==> config.mk <==
export PLATFORM = sky130hd
export DESIGN_NAME = vape_exec_latch
export DESIGN_NICKNAME = d
export VERILOG_FILES = /design/src/rtl/vape_pkg.sv /design/src/rtl/vape_exec_regs.sv /design/src/rtl/vape_exec_latch.sv
export SDC_FILE = /design/constraint.sdc
export NUM_CORES = 1
export LEC_CHECK = 0
export BUFFER_PORTS_ARGS = -buffer_cell sky130_fd_sc_hd__buf_2
export CAP_MARGIN = 0
export CELL_PAD_IN_SITES_DETAIL_PLACEMENT = 0
export CELL_PAD_IN_SITES_GLOBAL_PLACEMENT = 1
export CORE_ASPECT_RATIO = 0.8
export CORE_UTILIZATION = 25
export DETAILED_ROUTE_END_ITERATION = 7
export PLACE_DENSITY = 0.49
export REMOVE_ABC_BUFFERS = 1
export SYNTH_ARGS = -nofsm -noshare
export SYNTH_HDL_FRONTEND = slang
export SYNTH_SLANG_ARGS = --single-unit
==> constraint.sdc <==
create_clock -name clk -period 2.3 [get_ports clk]
set_input_delay 0.23 -clock clk [delete_from_list [all_inputs] [get_ports clk]]
set_output_delay 0.23 -clock clk [all_outputs]
set_load 0.03 [all_outputs]
==> src/rtl/vape_pkg.sv <==
// Shared definitions for the VAPE EXEC latch slice.
//
// Contents:
//   vape_state_e  - latch FSM states
//   CAUSE_*       - bit positions within the 6-bit violation cause word
//   META_MIN / EXEC_MIN - base word addresses of the META and EXEC windows
//   viol_cause()  - builds a cause word from the per-property verdicts
package vape_pkg;

   typedef enum logic [1:0] {
      IDLE = 2'd0,
      RUN  = 2'd1,
      DONE = 2'd2,
      FAIL = 2'd3
   } vape_state_e;

   localparam int CAUSE_IMM  = 0;
   localparam int CAUSE_ATOM = 1;
   localparam int CAUSE_RST  = 2;
   localparam int CAUSE_OUT  = 3;
   localparam int CAUSE_BND  = 4;
   localparam int CAUSE_CFG  = 5;
   localparam int CAUSE_W    = 6;

   localparam logic [15:0] META_MIN = 16'hFF00;
   localparam logic [15:0] EXEC_MIN = 16'hFF08;

   // The monitor's verdicts are 1 = ok, so a failing property is a 0 that
   // becomes a set bit in the cause word. verd is {exec5..exec1}.
   function automatic logic [CAUSE_W-1:0] viol_cause(input logic       cfg,
                                                      input logic [4:0] verd);
      logic [CAUSE_W-1:0] c;
      c                   = '0;
      c[CAUSE_BND:CAUSE_IMM] = ~verd;
      c[CAUSE_CFG]        = cfg;
      return c;
   endfunction

endpackage

==> src/rtl/vape_exec_regs.sv <==
// Registered read port for the EXEC window.
//
// A read request (rd_en) at one of four word addresses loads rd_data on the
// next clock and raises rd_valid for exactly that cycle. Other addresses, and
// cycles with no request, leave rd_data unchanged and rd_valid low. The word
// values are sampled in the request cycle, so the reader sees the state from
// before that edge's update.
//
// Ports:
//   clk, reset_n   - clock, synchronous active-low reset
//   rd_en          - read strobe (data_en & ~data_wr)
//   addr           - word address of the request
//   flag_i         - sticky EXEC flag
//   cause_i        - 6-bit cause of the first violation
//   viol_pc_i      - PC of the first violation
//   cyc_i          - cycle-offset word (already gated by the caller)
//   rd_data_o      - registered read data
//   rd_valid_o     - one-cycle qualifier for rd_data_o
module vape_exec_regs
   import vape_pkg::*;
#(
   parameter logic [15:0] BASE_ADDR = EXEC_MIN
) (
   input  logic               clk,
   input  logic               reset_n,
   input  logic               rd_en,
   input  logic [15:0]        addr,
   input  logic               flag_i,
   input  logic [CAUSE_W-1:0] cause_i,
   input  logic [15:0]        viol_pc_i,
   input  logic [15:0]        cyc_i,
   output logic [15:0]        rd_data_o,
   output logic               rd_valid_o
);

   localparam logic [15:0] ADDR_FLAG  = BASE_ADDR;
   localparam logic [15:0] ADDR_CAUSE = BASE_ADDR + 16'd2;
   localparam logic [15:0] ADDR_PC    = BASE_ADDR + 16'd4;
   localparam logic [15:0] ADDR_CYC   = BASE_ADDR + 16'd6;

   logic [15:0] rd_data_q, rd_data_d;
   logic        rd_valid_q, rd_valid_d;

   always_comb begin
      rd_data_d  = rd_data_q;
      rd_valid_d = 1'b0;
      if (rd_en) begin
         rd_valid_d = 1'b1;
         unique case (addr)
            ADDR_FLAG:  rd_data_d = {15'b0, flag_i};
            ADDR_CAUSE: rd_data_d = {{(16-CAUSE_W){1'b0}}, cause_i};
            ADDR_PC:    rd_data_d = viol_pc_i;
            ADDR_CYC:   rd_data_d = cyc_i;
            default:    rd_valid_d = 1'b0;
         endcase
      end
   end

   always_ff @(posedge clk) begin
      if (!reset_n) begin
         rd_data_q  <= '0;
         rd_valid_q <= 1'b0;
      end else begin
         rd_data_q  <= rd_data_d;
         rd_valid_q <= rd_valid_d;
      end
   end

   assign rd_data_o  = rd_data_q;
   assign rd_valid_o = rd_valid_q;

endmodule

==> src/rtl/vape_exec_latch.sv <==
// Sticky EXEC flag and first-violation recorder behind the VAPE monitor.
//
// Turns the monitor's per-cycle exec verdict into the EXEC flag reported by
// attestation, captures cause/PC/cycle offset of the first violation of a
// run, counts violating cycles, and exposes the records as read-only words.
//
//   state | meaning
//   ------+-----------------------------------------------------------
//   IDLE  | no run seen since reset; flag 0
//   RUN   | inside ER after a clean entry; flag 1, cyc counting
//   DONE  | reached ER_max cleanly; flag 1 until any violation
//   FAIL  | violation captured; flag 0 until a fresh clean entry
//
// Ports:
//   clk, reset_n            - clock, synchronous active-low reset
//   pc, ER_min, ER_max      - program counter and executable region bounds
//   exec, exec1..exec5      - aggregate and per-property monitor verdicts
//   data_en/data_wr/addr    - CPU data access (reads of the EXEC window)
//   exec_flag               - sticky EXEC flag
//   rd_data, rd_valid       - registered read port
module vape_exec_latch
   import vape_pkg::*;
#(
   parameter logic [15:0] EXEC_ADDR = EXEC_MIN,
   parameter int          CNT_W     = 16,
   parameter int          VCNT_W    = 8
) (
   input  logic        clk,
   input  logic        reset_n,
   input  logic [15:0] pc,
   input  logic [15:0] ER_min,
   input  logic [15:0] ER_max,
   input  logic        exec,
   input  logic        exec1,
   input  logic        exec2,
   input  logic        exec3,
   input  logic        exec4,
   input  logic        exec5,
   input  logic        data_en,
   input  logic        data_wr,
   input  logic [15:0] data_addr,
   output logic        exec_flag,
   output logic [15:0] rd_data,
   output logic        rd_valid
);

   vape_state_e        state_q, state_d;
   logic [CAUSE_W-1:0] cause_q, cause_d;
   logic [15:0]        viol_pc_q, viol_pc_d;
   logic [CNT_W-1:0]   cyc_q, cyc_d;
   logic [VCNT_W-1:0]  vcnt_q, vcnt_d;
   logic [15:0]        er_min_q, er_min_d;
   logic [15:0]        er_max_q, er_max_d;

   logic               entry;
   logic               go_fail;
   logic               cfg_viol;
   logic               do_entry;
   logic [15:0]        cyc_word;

   assign entry = (pc == ER_min);

   always_comb begin
      state_d   = state_q;
      cause_d   = cause_q;
      viol_pc_d = viol_pc_q;
      cyc_d     = cyc_q;
      vcnt_d    = vcnt_q;
      er_min_d  = er_min_q;
      er_max_d  = er_max_q;
      go_fail   = 1'b0;
      cfg_viol  = 1'b0;
      do_entry  = 1'b0;

      if (!exec && (vcnt_q != {VCNT_W{1'b1}}))
         vcnt_d = vcnt_q + VCNT_W'(1);

      unique case (state_q)
         IDLE: begin
            // A violating cycle outside ER only counts; at ER_min it is a
            // failed entry and gets captured.
            if (entry) begin
               if (!exec) go_fail  = 1'b1;
               else       do_entry = 1'b1;
            end
         end
         RUN: begin
            if (!exec) begin
               go_fail = 1'b1;
            end else if ((ER_min != er_min_q) || (ER_max != er_max_q)) begin
               go_fail  = 1'b1;
               cfg_viol = 1'b1;
            end else if (pc == er_max_q) begin
               state_d = DONE;
            end else if (cyc_q != {CNT_W{1'b1}}) begin
               cyc_d = cyc_q + CNT_W'(1);
            end
         end
         DONE: begin
            // Violations after exit still drop the flag (e.g. output tampering).
            if (!exec)      go_fail  = 1'b1;
            else if (entry) do_entry = 1'b1;
         end
         FAIL: begin
            if (entry && exec) do_entry = 1'b1;
         end
         default: state_d = IDLE;
      endcase

      if (go_fail) begin
         state_d   = FAIL;
         cause_d   = viol_cause(cfg_viol, {exec5, exec4, exec3, exec2, exec1});
         viol_pc_d = pc;
      end

      if (do_entry) begin
         state_d   = (ER_min == ER_max) ? DONE : RUN;
         cause_d   = '0;
         viol_pc_d = '0;
         cyc_d     = '0;
         er_min_d  = ER_min;
         er_max_d  = ER_max;
      end
   end

   always_ff @(posedge clk) begin
      if (!reset_n) begin
         state_q   <= IDLE;
         cause_q   <= '0;
         viol_pc_q <= '0;
         cyc_q     <= '0;
         vcnt_q    <= '0;
         er_min_q  <= '0;
         er_max_q  <= '0;
      end else begin
         state_q   <= state_d;
         cause_q   <= cause_d;
         viol_pc_q <= viol_pc_d;
         cyc_q     <= cyc_d;
         vcnt_q    <= vcnt_d;
         er_min_q  <= er_min_d;
         er_max_q  <= er_max_d;
      end
   end

   assign exec_flag = (state_q == RUN) || (state_q == DONE);

   // The offset is only meaningful once a run has ended one way or another.
   always_comb begin
      cyc_word = '0;
      if ((state_q == FAIL) || (state_q == DONE)) begin
         for (int i = 0; i < 16; i++)
            if (i < CNT_W) cyc_word[i] = cyc_q[i];
      end
   end

   vape_exec_regs #(
      .BASE_ADDR (EXEC_ADDR)
   ) u_regs (
      .clk        (clk),
      .reset_n    (reset_n),
      .rd_en      (data_en && !data_wr),
      .addr       (data_addr),
      .flag_i     (exec_flag),
      .cause_i    (cause_q),
      .viol_pc_i  (viol_pc_q),
      .cyc_i      (cyc_word),
      .rd_data_o  (rd_data),
      .rd_valid_o (rd_valid)
   );

endmodule

==> results.md <==
- The first detailed-routing pass ran for 5 iterations.
- The first global-routing pass estimated 23800 microns of wire.
- The synthesized design devotes to its leading area cell type 38.1% of total area.
- The clock passes through at most 2 buffers.
- The power dissipated by switching net loads is 1.01 mW.
- Relative to the synthesized area, the layout overhead comes to 42.0%.
- The total wire length is 15600 microns.
- For the finished layout, the period the worst path requires is 2.23 ns.
- The number of clock buffers inserted by TritonCTS is 9.
- The worst setup path is of the reg -> reg kind.
- The number of buffers inserted by port buffering is 91.
- The TritonCTS clock tree is built.
- The category of the worst setup path launch point is a flop.
- The number of placement rows is 44.
- For this run, design rule violations remaining after detail routing come to 0.
- Of the total synthesized cell area, the portion taken by AND, OR, NAND and NOR gates is 18.1%.
- The iteration-0 DRC count of the detailed router is 192.
- CTS saw 89 sinks.
- The number of global-route vias before repair was 4214.
- The mapped netlist covers 0.00467 sq mm.
- Across the routed clock network, the largest skew measured is 0.00627 ns.
- The startpoint of the most critical hold path is exec4.
- Summing the areas of all compound-gate instances in the mapped netlist gives 12.6% of the synthesized area.
- In the layout the commonest cells are sky130_fd_sc_hd__buf_2, sky130_fd_sc_hd__buf_4, sky130_fd_sc_hd__dfxtp_1.
- The number of nets in the final layout is 744.
- At the worst endpoint, the arrival time is 2.47 ns.
- The synthesized design contains 89 register bits.
- For the worst setup path, the data required time is 2.54 ns.
- In the post-synthesis netlist, the biggest area contributors are sky130_fd_sc_hd__dfxtp_1, sky130_fd_sc_hd__xor2_1, sky130_fd_sc_hd__mux2i_1, sky130_fd_sc_hd__nor2b_1, sky130_fd_sc_hd__o211a_1.
- Of the post-synthesis cell area, the part taken by muxes is 10.5%.
- The worst reg2reg path startpoint is er_max_q[9].
- The initial antenna violation count is 0.
- The max-capacitance violation count is 0.
- For this configuration, the core starts out at a cell density of 25.6%.
- For this run, the register share of the synthesized area comes to 38.1%.
- The highest net fanout along the worst path is 7.
- The number of distinct standard cells referenced by the synthesized netlist is 45.
- The area of the core is 0.0182 sq mm.
- The end point of the worst hold path is cause_q[3].
- The most used flip-flop cell after synthesis is sky130_fd_sc_hd__dfxtp_1.
- The worst setup path is captured at a flop.
- The post-placement cell area is 0.00611 sq mm.
- Pin placement for this block handled 92 I/O pins.
- The post-layout instance area is 0.00663 sq mm.
- The total number of vias is 4219.
- The floorplan step defined a die boundary enclosing 0.0192 sq mm.
- The worst-case IR drop observed on VDD is 0.353 mV.
- After Yosys synthesis, XOR and XNOR cells account for 15.4% of the synthesized area.
- Setup repair after global routing could not meet its margin everywhere.
- Entering global routing, the biggest net connects 48 pins.
- The largest total area in the synthesized netlist belongs to sky130_fd_sc_hd__dfxtp_1.
- The synthesized area per cell is 9.53 sq um.
- Measured along the x axis, the die boundary spans 155 microns.
- Clock tree synthesis selected as its root buffer the cell sky130_fd_sc_hd__clkbuf_16.
- After synthesis, the largest family of logic cells by area is simple AND/OR/NAND/NOR gates.
- The post-synthesis instance total is 490.
- The hold buffer count at CTS is 0.
- Detailed placement ended at an HPWL of 11800 microns.
- The capture point of the worst reg-to-reg path is viol_pc_q[15].
- In the post-route analysis, the smallest setup slack over all paths is 0.0716 ns.
- Of the total synthesized cell area, the portion taken by full adders, half adders and majority gates is 1.61%.
- Leaving out fill and tap cells, the most frequent cell in the layout is sky130_fd_sc_hd__buf_2.
- The switching fraction of total power is 26.7%.
- The number of vias per cell is 4.58.
- The slew at the pin closest to its max-slew limit is 0.585 ns.
- The count of pins over their slew limit is 0.
- For this design the static power due to leakage is 3.09 nW.
- Counting flops with an async set or reset pin after synthesis yields a share of 0%.
- The power per cell area is 570 mW/mm^2.
- The combinational share of power is 16.7%.
- In the global route stage, overall resource usage came out at 16.4%.
- In this run the worst hold path is classified as in -> reg.
- The hold violation count in the final report was 0.
- Derived from the worst setup path, the maximum achievable clock frequency is 449 MHz.
- Global routing finished with a remaining overflow of 0.
- The flow ran to the end, and the final reports show no timing, DRC or antenna violations.
- Once detail routing completed, the nets flagged for antenna violations numbered 0.
- The number of endpoints failing setup at the final stage is 0.
- The worst slack at placement is -0.456 ns.
- The fraction of power consumed by sequential logic is 43.1%.
- The flop-to-flop setup slack is 0.07 ns.
- The number of enable flip-flop cells after synthesis is 0.
- The wire length per cell after detailed routing is 16.9 microns.
- At the later pin of the worst-skew pair, clock insertion delay measures 0.35 ns.
- Along the worst hold path, the cell count comes to 2.
- Cells with a size suffix above 1 make up 37.1% of the layout.
- The number of filler cells placed in the layout is 1874.
- The antenna diode instance count is 0.
- The share of the cycle needed by the critical path after routing is 96.9%.
- Internal power comes to 2.77 mW.
- Clock-pin slew was measured on the worst setup and hold paths at 0.07 ns.
- In this run the vertical extent of the chip is 124 microns.
- The Yosys step of the flow raised 0 warnings.
- Of the total power, the clock network draws 40.1%.
- The final total negative setup slack is 0 ns.
- The path depth of the worst reg2reg path is 10.
- The level count of the clock H-tree is 3.
- The final RePlAce weighted congestion is 0.806.
- In this run the tightest slew margin relative to its limit is 60.9%.
worst max path at each step:
stage	start	endpoint	slack [ns]	cells past startpoint
6_report	er_max_q[9]	viol_pc_q[15]	0.07	10
5_1_grt	er_min_q[0]	cyc_q[13]	-0.03	9
4_1_cts	er_max_q[8]	cyc_q[7]	0.004	8
3_5_place_dp	ER_min[5]	er_max_q[6]	-0.46	10
3_3_place_gp	ER_min[1]	er_max_q[14]	-0.44	9
2_1_floorplan	ER_min[15]	cause_q[5]	-1.69	7
flip-flops by register name (all words and copies together) (netlist names):
register / cells
cause_q: 6
cyc_q: 16
er_max_q: 16
er_min_q: 16
state_q: 2
u_regs.rd_data_o: 16
u_regs.rd_valid_o: 1
viol_pc_q: 16
worst max-delay path, stage by stage (launching register included):
cell and delay [ns]:
sky130_fd_sc_hd__dfxtp_4 0.37, sky130_fd_sc_hd__xor2_2 0.19, sky130_fd_sc_hd__nor4_1 0.08, sky130_fd_sc_hd__nand4_1 0.09, sky130_fd_sc_hd__buf_4 0.16, sky130_fd_sc_hd__buf_4 0.12
sky130_fd_sc_hd__o21ai_1 0.08, sky130_fd_sc_hd__a211oi_4 0.54, sky130_fd_sc_hd__clkbuf_16 0.27, sky130_fd_sc_hd__mux2i_1 0.18, sky130_fd_sc_hd__nor2_1 0.05
cells by family (layout without fill, tap and decap cells):
logic type | Yosys count | after routing
AO/OA/AOI/OAI | 75 | 75
buffers and inverters | 35 | 214
AND/OR/NAND/NOR | 154 | 154
XOR/XNOR | 82 | 82
adder cells (fa/ha/maj) | 6 | 6
flip-flops | 89 | 89
multiplexers | 49 | 49
routing by layer:
layer / global-route usage, % / wire, microns / up-vias / share of wire [%]
met4: 3.96 / 124 / 0 / 0.80
li1: - / - / 2102 / -
met5: 0 / 0 / - / 0
met2: 23.8 / 6430 / 103 / 41
met1: 24.4 / 8210 / 2006 / 53
met3: 3.31 / 792 / 8 / 5.1
final cells by class:
type                    instances  area, sq um  share of cell area (%)
repair buffers                189         1330                    20.0
clock buffers                  12          246                    3.72
clock inverters                 4         52.6                   0.793
well taps                     253          317                    4.77
flip-flops and latches         89         1810                    27.3
multi-input cells             366         2850                    42.9
inverters                       9         33.8                   0.510
power by group through the flow:
stage / Combinational, mW / Sequential (mW) / Clock (mW)
2_1_floorplan: 0.281 / 1.65 / 0
3_3_place_gp: 0.597 / 1.67 / 0
3_5_place_dp: 0.599 / 1.67 / 0
4_1_cts: 0.610 / 1.63 / 1.57
5_1_grt: 0.685 / 1.63 / 1.64
6_report: 0.632 / 1.63 / 1.52
metrics by stage:
| stage | instances | power [mW] | utilization (%) | hold WS [ns] |
|---|---|---|---|---|
| after detailed placement | 901 | 2.27 | 33.5 | 0.420 |
| after global routing | 922 | 3.96 | 36.4 | 0.0466 |
| after global placement | 901 | 2.26 | 33.5 | 0.414 |
| after CTS | 918 | 3.81 | 35.4 | 0.0448 |
| final | 922 | 3.78 | 36.4 | 0.0617 |
| after floorplan | 464 | 1.93 | - | 0.326 |
timing repair:
| item | CTS | global route |
|---|---|---|
| pin swaps | 2 | 18 |
| cloned | 0 | 3 |
| setup buffers | 1 | 3 |
| setup endpoints to repair | 52 | 64 |
| resized for setup | 6 | 37 |
cells in the mapped netlist (6+ instances only):
cell,count
sky130_fd_sc_hd__a211oi_1,6
sky130_fd_sc_hd__a21oi_1,11
sky130_fd_sc_hd__a22oi_1,10
sky130_fd_sc_hd__buf_2,10
sky130_fd_sc_hd__clkbuf_1,10
sky130_fd_sc_hd__dfxtp_1,89
sky130_fd_sc_hd__ha_1,6
sky130_fd_sc_hd__inv_1,9
sky130_fd_sc_hd__mux2i_1,49
sky130_fd_sc_hd__nand2_1,24
sky130_fd_sc_hd__nand3_1,9
sky130_fd_sc_hd__nand4_1,11
sky130_fd_sc_hd__nor2_1,31
sky130_fd_sc_hd__nor2b_1,32
sky130_fd_sc_hd__nor4_1,20
sky130_fd_sc_hd__o211a_1,16
sky130_fd_sc_hd__o31ai_1,9
sky130_fd_sc_hd__or4_1,8
sky130_fd_sc_hd__xnor2_1,9
sky130_fd_sc_hd__xor2_1,73
(Power assumes the default switching activity.)
